## config.mk

```make
export PLATFORM = sky130hd
export DESIGN_NAME = mux_sel_scanner
export DESIGN_NICKNAME = d
export VERILOG_FILES = /design/src/rtl/mux_scan_pkg.sv /design/src/rtl/mux_sel_scanner_rr_pick.sv /design/src/rtl/mux_sel_scanner.sv
export SDC_FILE = /design/constraint.sdc
export NUM_CORES = 1
export LEC_CHECK = 0
export CAP_MARGIN = 20
export CORE_ASPECT_RATIO = 1.1
export CORE_MARGIN = 3
export CORE_UTILIZATION = 54
export DETAILED_ROUTE_END_ITERATION = 12
export PLACE_DENSITY = 0.87
export SYNTH_ARGS = -nofsm -noshare
export SYNTH_HDL_FRONTEND = slang
export SYNTH_SLANG_ARGS = --single-unit
```

## constraint.sdc

```tcl
create_clock -name clk -period 3.3 [get_ports clk]
set_input_delay 0.66 -clock clk [delete_from_list [all_inputs] [get_ports clk]]
set_output_delay 0.66 -clock clk [all_outputs]
set_load 0.05 [all_outputs]
```

## src/rtl/mux_scan_pkg.sv

```systemverilog
// Purpose: shared constants, FSM state encoding and round-robin search for the mux select scanner.
// Latency: n/a (package only; next_rr is purely combinational).
// Backpressure: n/a.
package mux_scan_pkg;

  localparam int NUM_CH = 8;
  localparam int SEL_W  = 3;

  typedef enum logic [1:0] {
    IDLE   = 2'd0,
    SETTLE = 2'd1,
    HOLD   = 2'd2
  } scan_state_t;

  // First set bit of req, searching upward from last+1 with wrap-around.
  // The SEL_W-bit add wraps mod NUM_CH, so i=NUM_CH revisits last itself.
  // With req==0 the result is last; callers qualify it with |req.
  function automatic logic [SEL_W-1:0] next_rr(input logic [NUM_CH-1:0] req,
                                                input logic [SEL_W-1:0]  last);
    logic [SEL_W-1:0] idx;
    logic             found;
    next_rr = last;
    found   = 1'b0;
    for (int i = 1; i <= NUM_CH; i++) begin
      idx = last + SEL_W'(i);
      if (!found && req[idx]) begin
        next_rr = idx;
        found   = 1'b1;
      end
    end
  endfunction

endpackage

```

## src/rtl/mux_sel_scanner_rr_pick.sv

```systemverilog
// Purpose: combinational round-robin channel picker.
// Latency: 0 cycles (pure combinational).
// Backpressure: none; the parent decides when the pick is used.
// Ports: req[7:0] requests, last[2:0] previously served channel,
//        pick[2:0] next channel after last, any = at least one request.
module rr_pick
  import mux_scan_pkg::*;
(
  input  logic [NUM_CH-1:0] req,
  input  logic [SEL_W-1:0]  last,
  output logic [SEL_W-1:0]  pick,
  output logic              any
);

  assign pick = next_rr(req, last);
  assign any  = |req;

endmodule

```

## src/rtl/mux_sel_scanner.sv

```systemverilog
// Purpose: round-robin select sequencer for an 8:1 single-bit mux; drives s, waits dwell+1 cycles, samples din.
// Latency: sample presented dwell+2 cycles after the pick cycle; one sample per dwell+3 cycles with out_ready held high.
// Backpressure: out_valid/out_ch/out_data and s hold stable in HOLD until out_valid&&out_ready; no new pick meanwhile.
// Ports: clk, rst (sync, active-high), en, req[7:0], dwell[DWELL_W-1:0], din (mux output),
//        s[2:0] select, out_valid/out_ready handshake, out_ch[2:0], out_data.
// Optional feature macro: SCAN_PRIO0_EN (channel 0 strict priority; channels 1-7 round-robin among themselves).
module mux_sel_scanner
  import mux_scan_pkg::*;
#(
  parameter int DWELL_W = 4
) (
  input  logic               clk,
  input  logic               rst,
  input  logic               en,
  input  logic [NUM_CH-1:0]  req,
  input  logic [DWELL_W-1:0] dwell,
  input  logic               din,
  output logic [SEL_W-1:0]   s,
  output logic               out_valid,
  input  logic               out_ready,
  output logic [SEL_W-1:0]   out_ch,
  output logic               out_data
);

  scan_state_t        state;
  logic [DWELL_W-1:0] cnt;
  logic [SEL_W-1:0]   last;

  logic [NUM_CH-1:0]  rr_req;
  logic [SEL_W-1:0]   rr_c;
  logic               rr_any;
  logic [SEL_W-1:0]   pick_c;
  logic               pick_any;

`ifdef SCAN_PRIO0_EN
  // Channel 0 is taken out of the rotation and overrides it when requesting.
  assign rr_req   = {req[NUM_CH-1:1], 1'b0};
  assign pick_c   = req[0] ? '0 : rr_c;
  assign pick_any = req[0] | rr_any;
`else
  assign rr_req   = req;
  assign pick_c   = rr_c;
  assign pick_any = rr_any;
`endif

  rr_pick u_rr_pick (
    .req  (rr_req),
    .last (last),
    .pick (rr_c),
    .any  (rr_any)
  );

  always_ff @(posedge clk) begin
    if (rst) begin
      state     <= IDLE;
      s         <= '0;
      cnt       <= '0;
      last      <= SEL_W'(NUM_CH - 1);
      out_valid <= 1'b0;
      out_ch    <= '0;
      out_data  <= 1'b0;
    end else begin
      case (state)
        IDLE: begin
          // en and req are only looked at here; once a channel is picked the
          // transaction runs to completion regardless of either.
          if (en && pick_any) begin
            s     <= pick_c;
            cnt   <= dwell;
            state <= SETTLE;
          end
        end
        SETTLE: begin
          if (cnt != '0) begin
            cnt <= cnt - 1'b1;
          end else begin
            out_data  <= din;
            out_ch    <= s;
            out_valid <= 1'b1;
            state     <= HOLD;
          end
        end
        HOLD: begin
          if (out_ready) begin
            out_valid <= 1'b0;
            state     <= IDLE;
`ifdef SCAN_PRIO0_EN
            // A priority grant of channel 0 must not disturb the 1-7 rotation.
            if (out_ch != '0) last <= out_ch;
`else
            last <= out_ch;
`endif
          end
        end
        default: state <= IDLE;
      endcase
    end
  end

endmodule

```

======== After elaboration in Yosys (flattened, before gate mapping) ========
Index checks and enable logic that the tools add are counted.
word-level totals
  flip-flop bits (word level) ............. 17
  bits in latches ......................... 0
  bits in writable memories ............... 0
  ROM bits ................................ 0
  bits of input ports ..................... 17
  output and inout port bits .............. 8
  logic and storage cells ................. 97
  memories kept ........................... 0
operators by class
  $add $sub $neg .......................... 8
  multipliers ............................. 0
  divide/modulo/power cells ............... 0
  $lt $le $gt $ge ......................... 8
  equal/unequal tests ..................... 6
  shift-type cells ........................ 0
  mux-type cells .......................... 41
  bitwise gates (word level) .............. 1
  reductions and logical operators ........ 26
operator list
  cell                 count
  $lt 3x4->1 const B   8
  $bmux 1 s3           8
  $mux 3               8
  $mux 1               17
  $add 3x3->3 const B  4
  $reduce_and 3->1     3
  $logic_and 1x1->1    8
  $mux 4               2
  $ne 2x2->1 const B   4
  $pmux 4 s2           1
  $reduce_or 8->1      1
  $logic_not 1->1      7
  $add 3x2->3 const B  2
  $mux 2               3
  $pmux 2 s3           1
  $reduce_and 2->1     3
  $reduce_bool 2->1    2
  $reduce_bool 4->1    1
  $sub 4x1->4 const B  1
  $add 3x1->3 const B  1
  $eq 2x1->1 const B   1
  $eq 2x2->1 const B   1
  $logic_not 2->1      1
  $pmux 1 s2           1
  $not 1->1            1

======== Depth between registers and ports, before layout ========
  depth after elaboration ................. 25
  depth in mapped cells ................... 14
  gate-level depth less buffers ........... 10

======== Hierarchy ========
Synthesis repeated with hierarchy kept, for this count alone.
second synthesis, totals
  cells, all modules ...................... 187
  area total of the unflattened synthesis .. 1750.4 sq um
by module, submodules not included
  module           instances  cells each  area an instance (sq um)  seq. area each (sq um)
  rr_pick          1          107         1004.7                    0.0
  mux_sel_scanner  1          80          745.7                     340.3

======== Worst setup path after synthesis ========
OpenSTA, ideal clock, no wires.
  path type ............................... reg-to-reg
  from .................................... register last[1]
  to ...................................... register s[2]
  setup time .............................. 74 ps
  data arrival time ....................... 2985 ps
  required time ........................... 3226 ps
  path slack .............................. 241 ps
  stages on the path, launching flop included .. 15
  path buffers ............................ 4
  period minus slack after synthesis ...... 3059 ps
  cell sequence ........................... dfxtp_1 > buf_2 > buf_2 > inv_1 > ha_1 > buf_2 > buf_2 > mux4_2 > mux2_2 > a2111oi_0 > nor2_1 > o21ai_1 > nand2_1 > a311o_1 > a31oi_1
on the way
  longest elaborated chain between the ends .. 25
  elaborated cells between the ends (all ways) .. 52
  classes of those cells .................. 7 x add/sub; 31 x mux; 14 x reduce/logical
RTL lines
  item                          RTL line               RTL
  from (decl)                   mux_sel_scanner.sv:27  logic [SEL_W-1:0] last;
  from (signal assigned)        mux_sel_scanner.sv:58  last <= SEL_W'(NUM_CH - 1);
  from (signal assigned)        mux_sel_scanner.sv:91  last <= out_ch;
  $add 3x1->3                   mux_scan_pkg.sv:25     idx = last + SEL_W'(i);
  $bmux 1 s3                    mux_scan_pkg.sv:26     if (!found && req[idx]) begin
  $mux 1 (not written as such)  mux_scan_pkg.sv:26
  $mux 1                        mux_scan_pkg.sv:26
  $logic_not 1->1               mux_scan_pkg.sv:26
  $logic_and 1x1->1             mux_scan_pkg.sv:26
  $mux 1                        mux_scan_pkg.sv:26
  $logic_not 1->1               mux_scan_pkg.sv:26
  (+9 left out)                 n/a
  $logic_and 1x1->1             mux_scan_pkg.sv:26
  $mux 1                        mux_scan_pkg.sv:26
  $logic_not 1->1               mux_scan_pkg.sv:26
  $logic_and 1x1->1             mux_scan_pkg.sv:26
  $mux 1                        mux_scan_pkg.sv:26
  $logic_not 1->1               mux_scan_pkg.sv:26
  $logic_and 1x1->1             mux_scan_pkg.sv:26
  $mux 3 *                      mux_scan_pkg.sv:26
  to (signal assigned)          mux_sel_scanner.sv:68  s <= pick_c;
  to (decl)                     mux_sel_scanner.sv:18  output logic [SEL_W-1:0] s,
Mark *: on every way between the ends. The rest lies on a longest branch, timed or not. The select of a mux whose other input is x is not followed.
A chain may end at the register's enable or synchronous reset.

======== Worst setup path after layout ========
  from .................................... input port req[6]
  to ...................................... register s[1]
on the way
  longest elaborated chain between the ends .. 24
  elaborated cells between the ends (all ways) .. 48
  classes of those cells .................. 31 x mux; 17 x reduce/logical
RTL lines
  item                          RTL line               RTL
  from (decl)                   mux_sel_scanner.sv:15  input logic [NUM_CH-1:0] req,
  $bmux 1 s3                    mux_scan_pkg.sv:26
  $mux 1 (not written as such)  mux_scan_pkg.sv:26
  $mux 1                        mux_scan_pkg.sv:26
  $logic_not 1->1               mux_scan_pkg.sv:26
  $logic_and 1x1->1             mux_scan_pkg.sv:26
  $mux 1                        mux_scan_pkg.sv:26
  $logic_not 1->1               mux_scan_pkg.sv:26
  $logic_and 1x1->1             mux_scan_pkg.sv:26
  (+8 left out)                 n/a
  $logic_and 1x1->1             mux_scan_pkg.sv:26
  $mux 1                        mux_scan_pkg.sv:26
  $logic_not 1->1               mux_scan_pkg.sv:26
  $logic_and 1x1->1             mux_scan_pkg.sv:26
  $mux 1                        mux_scan_pkg.sv:26
  $logic_not 1->1               mux_scan_pkg.sv:26
  $logic_and 1x1->1             mux_scan_pkg.sv:26
  $mux 3                        mux_scan_pkg.sv:26
Parallel ways exist; a longest one is shown, timed or not. The select of a mux whose other input is x is not followed.

==> results <==
- The flow ran to the end, and the final reports show no timing, DRC or antenna violations.
- The share of total power dissipated in sequential elements is 34.4%.
- The cell taking the most area after synthesis is sky130_fd_sc_hd__dfxtp_1.
- The worst ir drop on vdd is 0.349 mV.
- The core area is 2830 um2.
- The final sum of negative setup slack is 0 ps.
- The die is 63.5 um tall.
- After clock tree synthesis, the clock-pin slew on the worst setup and hold paths is 90 ps.
- The library cell with the highest instance count after synthesis is sky130_fd_sc_hd__nand2_1.
- The fraction of the core area covered by cells at the end of the flow is 69.6%.
- The fraction of registers with async set or reset after synthesis is 0%.
- The hold buffer count at cts is 0.
- The floorplan die width is 58.3 um.
- At the pin with the least slew margin, the transition time is 592 ps.
- The total buffers and inverters traversed by the critical path is 1.
- The aggregate global-route resource usage is 25.2%.
- The category of the most critical setup path is in2reg.
- The path length in cells of the critical path is 7.
- The number of synthesis warnings is 0.
- TritonCTS created 3 clock buffers.
- STA puts the critical path data required time at 3500 ps.
- In this run, the clock network consumes 15.2% of the power.
- The net count of the finished layout is 233.
- The detail route stage leaves a number of antenna-violating nets equal to 0.
- Setup repair after global routing left no endpoint under its margin.
- The worst hold margin is 461 ps.
- Data on the critical path arrives at its endpoint at 3250 ps.
- The remaining max-slew budget at the tightest pin is 60.4%.
- In this run, the combinational gates consume 50.5% of the power.
- Global routing finished with a remaining overflow of 0.
- The post-layout minimum cycle time is 3050 ps.
- The weighted congestion reported at the end of routability-driven placement is 0.916.
- The finished cells cover 1970 um2.
- The worst hold path belongs to the class reg2reg.
- Dividing total power by cell area gives a power density of 359 nW/um2.
- The standard cell area after detailed placement is 1940 um2.
- In this run the count of I/O pins placed on the die edge is 25.
- The net switching power is 0.274 mW.
- The number of placement rows is 20.
- The top fanout value on the critical path is 9.
- For this run, the leading register cell type out of synthesis is sky130_fd_sc_hd__dfxtp_1.
- Dividing the synthesized area by the synthesized cell count gives 8.92 um2.
- For this run, the slowest stage of the critical path takes 580 ps.
- In this run switching power makes up 38.8% of total power.
- The final hold violation count is 0.
- The kind of start point of the critical path is an input port.
- The overall routed net length is 4210 um.
- The count of endpoints failing setup in the final report is 0.
- Entering global routing, the biggest net connects 18 pins.
- The number of buffers between clock root and the deepest sink is 2.
- The count of unresolved DRC violations after routing is 0.
- The tree built by TritonCTS fans out to 17 sinks.
- The count of inserted antenna diode cells is 0.
- Of the synthesized area, sequential elements account for 21.0%.
- The number of iterations in the first detailed-routing pass is 4.
- Derived from the worst setup path, the maximum achievable clock frequency is 328 MHz.
- The synthesized design contains 0 enable-type register cells.
- The number of DRC violations after detailed-routing iteration 0 is 86.
- The capture instance of the worst register-to-register path is s[1]$_SDFFE_PP0P_.
- By count the netlist is led by sky130_fd_sc_hd__nand2_1, sky130_fd_sc_hd__nor2_1, sky130_fd_sc_hd__dfxtp_1, sky130_fd_sc_hd__mux4_2.
- In the final layout, the share of cells above drive strength 1 is 18.4%.
- The worst reg2reg path depth is 8.
- The post-route fraction of the period consumed by the critical path is 92.3%.
- After legalization and detailed placement, the total HPWL measured 3350 um.
- The worst-case register-to-register setup slack is 390 ps.
- Once placement completed, the tool counted placed cells totaling 241.
- Traced cell by cell, the critical path runs through clkdlybuf4s50_1 > mux4_2 > mux2_4 > nor4b_4 > nand3_2 > o32a_1 > a311oi_2.
- Tracing the worst setup path back leads to its startpoint at req[6].
- On the critical path, the stage with the largest delay is an instance of sky130_fd_sc_hd__mux4_2.
- The die covers 3700 um2.
- The internal power component is 0.432 mW.
- Post-CTS repair changed the size of 0 cells.
- The static leakage is 0.773 nW.
- The fraction of synthesized cell area taken by the top area cell type is 21.0%.
- The gate count after technology mapping is 182.
- The vias after detailed routing is 1594.
- The TritonCTS clock tree is built.
- The area of the mapped netlist is 1620 um2.
- Once the floorplan was initialized, standard cells occupied 57.4% of the core.
- The number of antenna violations at the first check in global routing is 0.
- The count of distinct cell types in the synthesized netlist is 49.
- The cell at the root of the clock tree is sky130_fd_sc_hd__clkbuf_4.
- Once the clock tree was built, the setup fixing pass inserted 0 buffers.
- Relative to the synthesized area, the layout overhead comes to 21.4%.
- For this run, the number of standard cells in the final layout without fillers is 245.
- The clock tree skew after final layout is 7.02 ps.
- The kind of cell with the highest combined delay on the critical path is multiplexers.
- STA classifies the critical path endpoint as a register.
- After detailed routing, the average wire length per cell comes to 17.2 um.
- The startpoint identified for the worst register-to-register timing path is last[1]$_SDFFE_PP1P_.
- In this run the number of H-tree levels came out at 1.
- The flip-flop and latch count after synthesis is 17.
- After detailed routing, the number of vias per cell comes to 6.51.
- The first global-routing pass estimated 7390 um of wire.
- The final count of pins violating max slew was 0.
- By area the synthesized netlist is led by sky130_fd_sc_hd__dfxtp_1, sky130_fd_sc_hd__mux4_2, sky130_fd_sc_hd__mux2i_1, sky130_fd_sc_hd__nand2_1, sky130_fd_sc_hd__nor2_1.
- The number of global-route vias before repair was 1560.
- The number of max-cap violations is 0.
- The number of nets handed over by synthesis was 202.
- The count of input and output buffers is 24.
- The capture point of the critical path is s[1]$_SDFFE_PP0P_.
- The clock latency on the worst-skew pair is 280 ps.
-- flip-flops by register name (all words and copies together) (netlist names) --
name / cells
cnt: 4
last: 3
out_ch: 3
s: 3
state: 2
out_data: 1
out_valid: 1
-- worst register-to-register path: cells and delay by family, from the launching register on --
family	cells	cell delay (ps)
buf+inv	1	90
mux	2	780
simple gates	2	470
flops	1	350
fa+ha+maj	1	560
compound gates	2	580
-- through the flow --
step / worst slack [ps] / power (mW)
after floorplan: 241 / 0.493
after global placement: 95.0 / 0.587
after detailed placement: -35.9 / 0.599
after CTS: 272 / 0.707
after global routing: 143 / 0.760
final: 254 / 0.706
-- worst min path at each step --
stage                                      start                     end  slack (ps)  cells past startpoint
after global placement    out_valid$_SDFFE_PP0P_  out_valid$_SDFFE_PP0P_         440                      2
after global routing      out_valid$_SDFFE_PP0P_  out_valid$_SDFFE_PP0P_         500                      2
after floorplan              cnt[2]$_SDFFE_PP0P_     cnt[2]$_SDFFE_PP0P_         480                      2
final                     out_valid$_SDFFE_PP0P_  out_valid$_SDFFE_PP0P_         460                      2
after CTS                 out_valid$_SDFFE_PP0P_  out_valid$_SDFFE_PP0P_         470                      2
after detailed placement  out_valid$_SDFFE_PP0P_  out_valid$_SDFFE_PP0P_         450                      2
-- power groups by stage --
stage                     clock (mW)  combinational [mW]  sequential, mW
after floorplan                    0               0.221           0.272
after global placement             0               0.341           0.246
after detailed placement           0               0.352           0.247
after CTS                      0.111               0.353           0.242
after global routing           0.125               0.389           0.246
final                          0.107               0.356           0.243
-- cell families after synthesis --
kind of cell,count (synthesis),synth area share [%]
simple gates,67,21.0
mux,32,31.9
fa+ha+maj,3,2.31
flops,17,21.0
xor+xnor,4,2.16
buf+inv,17,4.78
compound gates,42,16.9
-- cell type report --
| type | instances | area [um2] |
|---|---|---|
| fillers | 218 | 858 |
| flip-flops and latches | 17 | 340 |
| well taps | 33 | 41.3 |
| repair buffers | 36 | 330 |
| inverters | 7 | 26.3 |
| clock buffers | 4 | 26.3 |
| multi-input cells | 148 | 1200 |
-- cell usage in the layout, fill, tap and decap left out, types with 4 or more instances in the layout --
cell type | synthesis | layout
sky130_fd_sc_hd__nand3_1 | 4 | 4
sky130_fd_sc_hd__dfxtp_1 | 17 | 17
sky130_fd_sc_hd__nor2_1 | 18 | 18
sky130_fd_sc_hd__nand2b_1 | 7 | 7
sky130_fd_sc_hd__a21oi_1 | 9 | 9
sky130_fd_sc_hd__buf_4 | 0 | 12
sky130_fd_sc_hd__clkdlybuf4s50_1 | 0 | 24
sky130_fd_sc_hd__mux2i_1 | 12 | 12
sky130_fd_sc_hd__inv_1 | 6 | 6
sky130_fd_sc_hd__o21ai_0 | 12 | 12
sky130_fd_sc_hd__nand2_1 | 20 | 20
sky130_fd_sc_hd__mux4_2 | 15 | 15
-- routing by layer --
layer  track usage, %  wire length, um  share of wire [%]
met5                0                0                  0
met4             7.54              105                2.5
met3             3.07              253                6.0
met2             41.6             2130                 51
met1             33.7             1720                 41
(Power assumes the default switching activity.)
